## config.mk

```make
export PLATFORM = sky130hd
export DESIGN_NAME = exc_ctrl
export DESIGN_NICKNAME = d
export VERILOG_FILES = /design/src/rtl/cp0_pkg.sv /design/src/rtl/irq_sync.sv /design/src/rtl/exc_ctrl.sv
export SDC_FILE = /design/constraint.sdc
export NUM_CORES = 1
export LEC_CHECK = 0
export ABC_AREA = 0
export BUFFER_PORTS_ARGS = -buffer_cell sky130_fd_sc_hd__buf_2
export CORE_MARGIN = 2
export CORE_UTILIZATION = 40
export DETAILED_ROUTE_END_ITERATION = 7
export PLACE_DENSITY = 0.74
export SETUP_SLACK_MARGIN = 0.3
export SLEW_MARGIN = 0
export SYNTH_ARGS = -nofsm -noshare
export SYNTH_HDL_FRONTEND = slang
export SYNTH_SLANG_ARGS = --single-unit
```

## constraint.sdc

```tcl
create_clock -name clk -period 1.8 [get_ports clk]
set_input_delay 0.09 -clock clk [delete_from_list [all_inputs] [get_ports clk]]
set_output_delay 0.09 -clock clk [all_outputs]
set_load 0.005 [all_outputs]
```

## src/rtl/cp0_pkg.sv

```systemverilog
// Shared CP0 definitions: cp0 op encodings, exception codes, register indices and
// the exception sequencer state type.
package cp0_pkg;

  localparam logic [2:0] OP_MFC0    = 3'b001;
  localparam logic [2:0] OP_MTC0    = 3'b010;
  localparam logic [2:0] OP_SYSCALL = 3'b011;
  localparam logic [2:0] OP_ERET    = 3'b100;

  localparam logic [4:0] EXC_INT = 5'd0;
  localparam logic [4:0] EXC_SYS = 5'd8;
  localparam logic [4:0] EXC_OV  = 5'd12;

  // CP0 register indices encoded as {cs, sel}
  localparam logic [7:0] CP0_EPC    = 8'd112;
  localparam logic [7:0] CP0_CAUSE  = 8'd104;
  localparam logic [7:0] CP0_STATUS = 8'd96;

  typedef enum logic [1:0] {
    IDLE,
    COMMIT,
    DRAIN
  } exc_state_e;

endpackage

```

## src/rtl/irq_sync.sv

```systemverilog
// Two-flop synchroniser for the external interrupt lines.
module irq_sync #(
  parameter int unsigned WIDTH = 6
) (
  input  logic             clk,
  input  logic             rst_n,
  input  logic [WIDTH-1:0] d,
  output logic [WIDTH-1:0] q
);

  logic [WIDTH-1:0] meta;

  always_ff @(posedge clk) begin
    if (!rst_n) begin
      meta <= '0;
      q    <= '0;
    end else begin
      meta <= d;
      q    <= meta;
    end
  end

endmodule

```

## src/rtl/exc_ctrl.sv

```systemverilog
// Exception sequencer: prioritises overflow/syscall/eret/interrupt, issues one-cycle
// CP0 write strobes, flushes the pipe, redirects fetch and stalls while it drains.
module exc_ctrl
  import cp0_pkg::*;
#(
  parameter logic [31:0] EXC_VECTOR   = 32'h0000_4180,
  parameter int unsigned DRAIN_CYCLES = 2
) (
  input  logic        clk,
  input  logic        rst_n,
  input  logic        id_valid,
  input  logic [2:0]  id_cp0op,
  input  logic [29:0] id_pc,
  input  logic        ex_valid,
  input  logic        ex_ovf,
  input  logic [29:0] ex_pc,
  input  logic [5:0]  irq,
  input  logic        status_ie,
  input  logic        status_exl,
  input  logic [31:0] epc,
  output logic        epc_we,
  output logic [31:0] epc_wdata,
  output logic        cause_we,
  output logic [4:0]  cause_exccode,
  output logic [5:0]  cause_ip,
  output logic        exl_set,
  output logic        exl_clr,
  output logic        flush,
  output logic        stall,
  output logic        redirect_valid,
  output logic [31:0] redirect_pc
);

  exc_state_e state;
  logic [2:0] cnt;
  logic [5:0] irq_s;
  logic       ovf_req, sys_req, eret_req, irq_req, any_req;

  irq_sync #(
    .WIDTH(6)
  ) u_irq_sync (
    .clk  (clk),
    .rst_n(rst_n),
    .d    (irq),
    .q    (irq_s)
  );

  always_comb begin
    ovf_req  = ex_valid & ex_ovf;
    sys_req  = id_valid & (id_cp0op == OP_SYSCALL);
    eret_req = id_valid & (id_cp0op == OP_ERET);
    irq_req  = (|irq_s) & status_ie & ~status_exl & id_valid;
    any_req  = ovf_req | sys_req | eret_req | irq_req;
  end

  always_ff @(posedge clk) begin
    if (!rst_n) begin
      state          <= IDLE;
      cnt            <= '0;
      epc_we         <= 1'b0;
      epc_wdata      <= '0;
      cause_we       <= 1'b0;
      cause_exccode  <= '0;
      cause_ip       <= '0;
      exl_set        <= 1'b0;
      exl_clr        <= 1'b0;
      flush          <= 1'b0;
      stall          <= 1'b0;
      redirect_valid <= 1'b0;
      redirect_pc    <= '0;
    end else begin
      // Strobes are single-cycle; only the IDLE branch raises them.
      epc_we         <= 1'b0;
      cause_we       <= 1'b0;
      exl_set        <= 1'b0;
      exl_clr        <= 1'b0;
      flush          <= 1'b0;
      redirect_valid <= 1'b0;
      case (state)
        IDLE: begin
          if (any_req) begin
            state          <= COMMIT;
            flush          <= 1'b1;
            redirect_valid <= 1'b1;
            if (eret_req && !ovf_req && !sys_req) begin
              exl_clr     <= 1'b1;
              redirect_pc <= epc;
            end else begin
              cause_we    <= 1'b1;
              exl_set     <= 1'b1;
              // Nested exceptions keep the original return address.
              epc_we      <= ~status_exl;
              cause_ip    <= irq_s;
              redirect_pc <= EXC_VECTOR;
              if (ovf_req) begin
                epc_wdata     <= {ex_pc, 2'b00};
                cause_exccode <= EXC_OV;
              end else if (sys_req) begin
                epc_wdata     <= {id_pc, 2'b00};
                cause_exccode <= EXC_SYS;
              end else begin
                epc_wdata     <= {id_pc, 2'b00};
                cause_exccode <= EXC_INT;
              end
            end
          end
        end
        COMMIT: begin
          state <= DRAIN;
          stall <= 1'b1;
          cnt   <= 3'(DRAIN_CYCLES);
        end
        DRAIN: begin
          if (cnt <= 3'd1) begin
            state <= IDLE;
            stall <= 1'b0;
          end else begin
            cnt <= cnt - 3'd1;
          end
        end
        default: state <= IDLE;
      endcase
    end
  end

endmodule
```

==> results.yml <==
clocking:
  cts_tree: "yes"
  htreeDepth: 3
  path_clk_slew_ns: 0.09
  cts-buffers-inserted: 9
  cts_root_buf: "clkbuf_8"
  ctsLongestPathBuffers: 2
  clock_latency_ns: 0.35
  clock-sinks: 92
worst_hold_path:
  hold_end: "epc_wdata[21]"
  worstHoldStart: "ex_pc[19]"
  hp-class: "in2reg"
  whs_path_depth: 3
floorplan:
  initial_core_util: 0.408
  num_rows: 35
  core_area_mm2: 0.00915
  ios: 190
  die_area_mm2: 0.0101
  die_y_um: 101
  die_width_um: 101
timing:
  maxSlewViolCount: 0
  rsz0062_at_grt: "true"
  fmax_mhz: 536
  fin_crit_sh: 1.04
  setup-violations-final: 50
  worstMarginPinSlew_ns: 0.563
  finalSetupTns_ns: -1.42
  clock_skew_ns: 0.0180
  setup_ws_ns: -0.0670
  hold_viol: 0
  fin_hold_ws_ns: 0.0135
  slew_headroom: 0.624
  fin_crit_ns: 1.87
logic_synthesis:
  synth_cell_types: 32
  synth_top_cell_by_area: "dfxtp_1"
  netlist.area_leader.share: 0.494
  synth_area_leaders: "dfxtp_1, nand3_1, nand2_1"
  yosys_register_bits: 92
  syn_area_mm2: 0.00373
  synth_seq_area_share: 0.494
  ys_warn_count: 0
  syn-instance-count: 444
  syn_area_per_cell_um2: 8.40
routing:
  vias: 4455
  ant_nets: 0
  drt-pass1-iter-count: 5
  wire_per_inst_um: 17.5
  drcViolationCount: 0
  viasPerCell: 5.47
  drtIter0Drc: 177
  drt_wl_total_mm: 14.3
finish:
  fillerInstances: 634
  layout_common_cells: "buf_2, dfxtp_1, nand2_1"
  num_antenna_cells: 0
  fin_nets: 809
  final_common_cell: "buf_2"
  areaGrowthSynthToFinish_pct: 76.7
  fin_util: 0.720
  seq_area_mm2: 0.00185
  multi_input_area_mm2: 0.00210
  drive_gt1_frac: 0.483
flow_run:
  drv_cap: 0
grt:
  grt_pass1_wl_mm: 19.8
  grt_max_degree: 63
  first_global_vias: 4324
  grt_usage: 0.244
  antenna_found_initial: 0
  grt_overflow: 0
power:
  cellLeakagePower_uw: 0.00286
  power-per-cell-area_mw_per_mm2: 768
  ir_worst_vdd_mv: 0.511
place:
  post-place-ws_ns: -0.0715
  portBuffers: 184
  gp_congestion: 0.796
  hpwl_mm: 7.87
setup_path:
  reg2reg_from: "u_irq_sync.q[0]"
  cp-start-kind: "register"
  cp_max_fo: 7
  reg2reg_depth: 9
  r2r_slack_ns: -0.07
  end_kind: "register"
  timing.rr.end: "redirect_valid"
  crit_type: "reg2reg"
  required_ns: 2.04
  arrival_ns: 2.11
run_status:
  status: "complete, but fails checks"
  violations: "setup timing"
## synthesized netlist by cell type
library cell,number
o21ai_0,31
a21oi_1,34
nand2b_1,1
ha_1,2
nor4b_1,1
nor3_1,3
nand4bb_1,1
clkbuf_1,32
buf_2,4
o21ba_2,2
nand2_1,78
a32o_1,1
nor2_1,9
inv_1,4
nand4_1,6
o21ai_1,7
conb_1,1
a311oi_1,30
o31ai_1,1
buf_6,4
mux2i_1,1
a311oi_2,1
nor4_1,2
a31oi_1,1
o221ai_1,3
nand3_1,60
a211o_1,1
dfxtp_1,92
a221oi_1,1
buf_4,11
nand4b_1,2
and2_1,17
## worst max-delay path, cell delays in order (launching register included)
cell      delay, ns
dfxtp_2        0.34
nor4_4         0.28
a211o_1        0.23
a311oi_4       0.11
buf_4          0.17
buf_12         0.14
buf_6          0.11
buf_8          0.12
buf_16         0.13
and2_1         0.14
## layer usage
metal  vias up  GRT usage  wire length [um]
met5         -          0                 0
met4         0     0.0980               481
met3        43     0.0589              1250
met2       268      0.438              6980
met1      2066      0.276              5540
li1       2078          -                 -
## through the flow
stage,total power (uW),cell area [um2],cells
after floorplan,2700,3750,448
after global placement,3030,4780,713
after detailed placement,3060,4780,713
after CTS,4860,6140,807
after global routing,5260,6590,815
final,5060,6590,815
## power by group
| group | total [uW] | leakage [uW] | switching, uW | internal (uW) |
|---|---|---|---|---|
| logic | 1390 | 0.00200 | 617 | 773 |
| clock network | 1420 | 0.000103 | 730 | 687 |
| registers | 2250 | 0.000756 | 90.5 | 2160 |
| total | 5060 | 0.00286 | 1440 | 3620 |
## cells by family (layout without fill, tap and decap cells)
kind of cell	count (synthesis)	after routing	synth area share
buf+inv	55	311	0.0758
simple gates	180	180	0.226
compound gates	113	113	0.195
flops	92	92	0.494
mux	1	1	0.00268
fa+ha+maj	2	2	0.00671
other cells	1	5	0.00101
## how the worst max path moves through the flow
stage | depth (start not counted) | end | from
2_1_floorplan | 8 | epc_wdata[25] | u_irq_sync.q[1]
3_3_place_gp | 7 | epc_wdata[20] | u_irq_sync.q[2]
3_5_place_dp | 7 | epc_wdata[17] | u_irq_sync.q[0]
4_1_cts | 8 | epc_wdata[17] | u_irq_sync.q[2]
5_1_grt | 9 | cause_ip[5] | u_irq_sync.q[2]
6_report | 9 | redirect_valid | u_irq_sync.q[0]
## final cells by class
type                            count  area share
Clock buffer                       11      0.0215
Clock inverter                      5     0.00930
Inverter                            4     0.00228
Multi-Input combinational cell    301       0.318
Sequential cell                    92       0.281
Tap cell                          111      0.0211
Timing Repair Buffer              291       0.347
## sequential cells by signal (all words and copies together), names as in the netlist
| register | count |
|---|---|
| cause_exccode | 2 |
| cause_ip | 6 |
| cnt | 3 |
| epc_wdata | 30 |
| epc_we | 1 |
| exl_clr | 1 |
| exl_set | 1 |
| redirect_pc | 32 |
| redirect_valid | 1 |
| stall | 1 |
| state | 2 |
| u_irq_sync.meta | 6 |
| u_irq_sync.q | 6 |
## what timing repair did
action                                  4_1_cts  5_1_grt
gates resized for setup                      85       72
pin swaps                                    61       30
endpoints found under the hold margin        52        1
endpoints found under the setup margin       75       76
gates cloned                                  7        6
buffers inserted                             11        1
hold buffers                                 60        1
(Power assumes the default switching activity.)
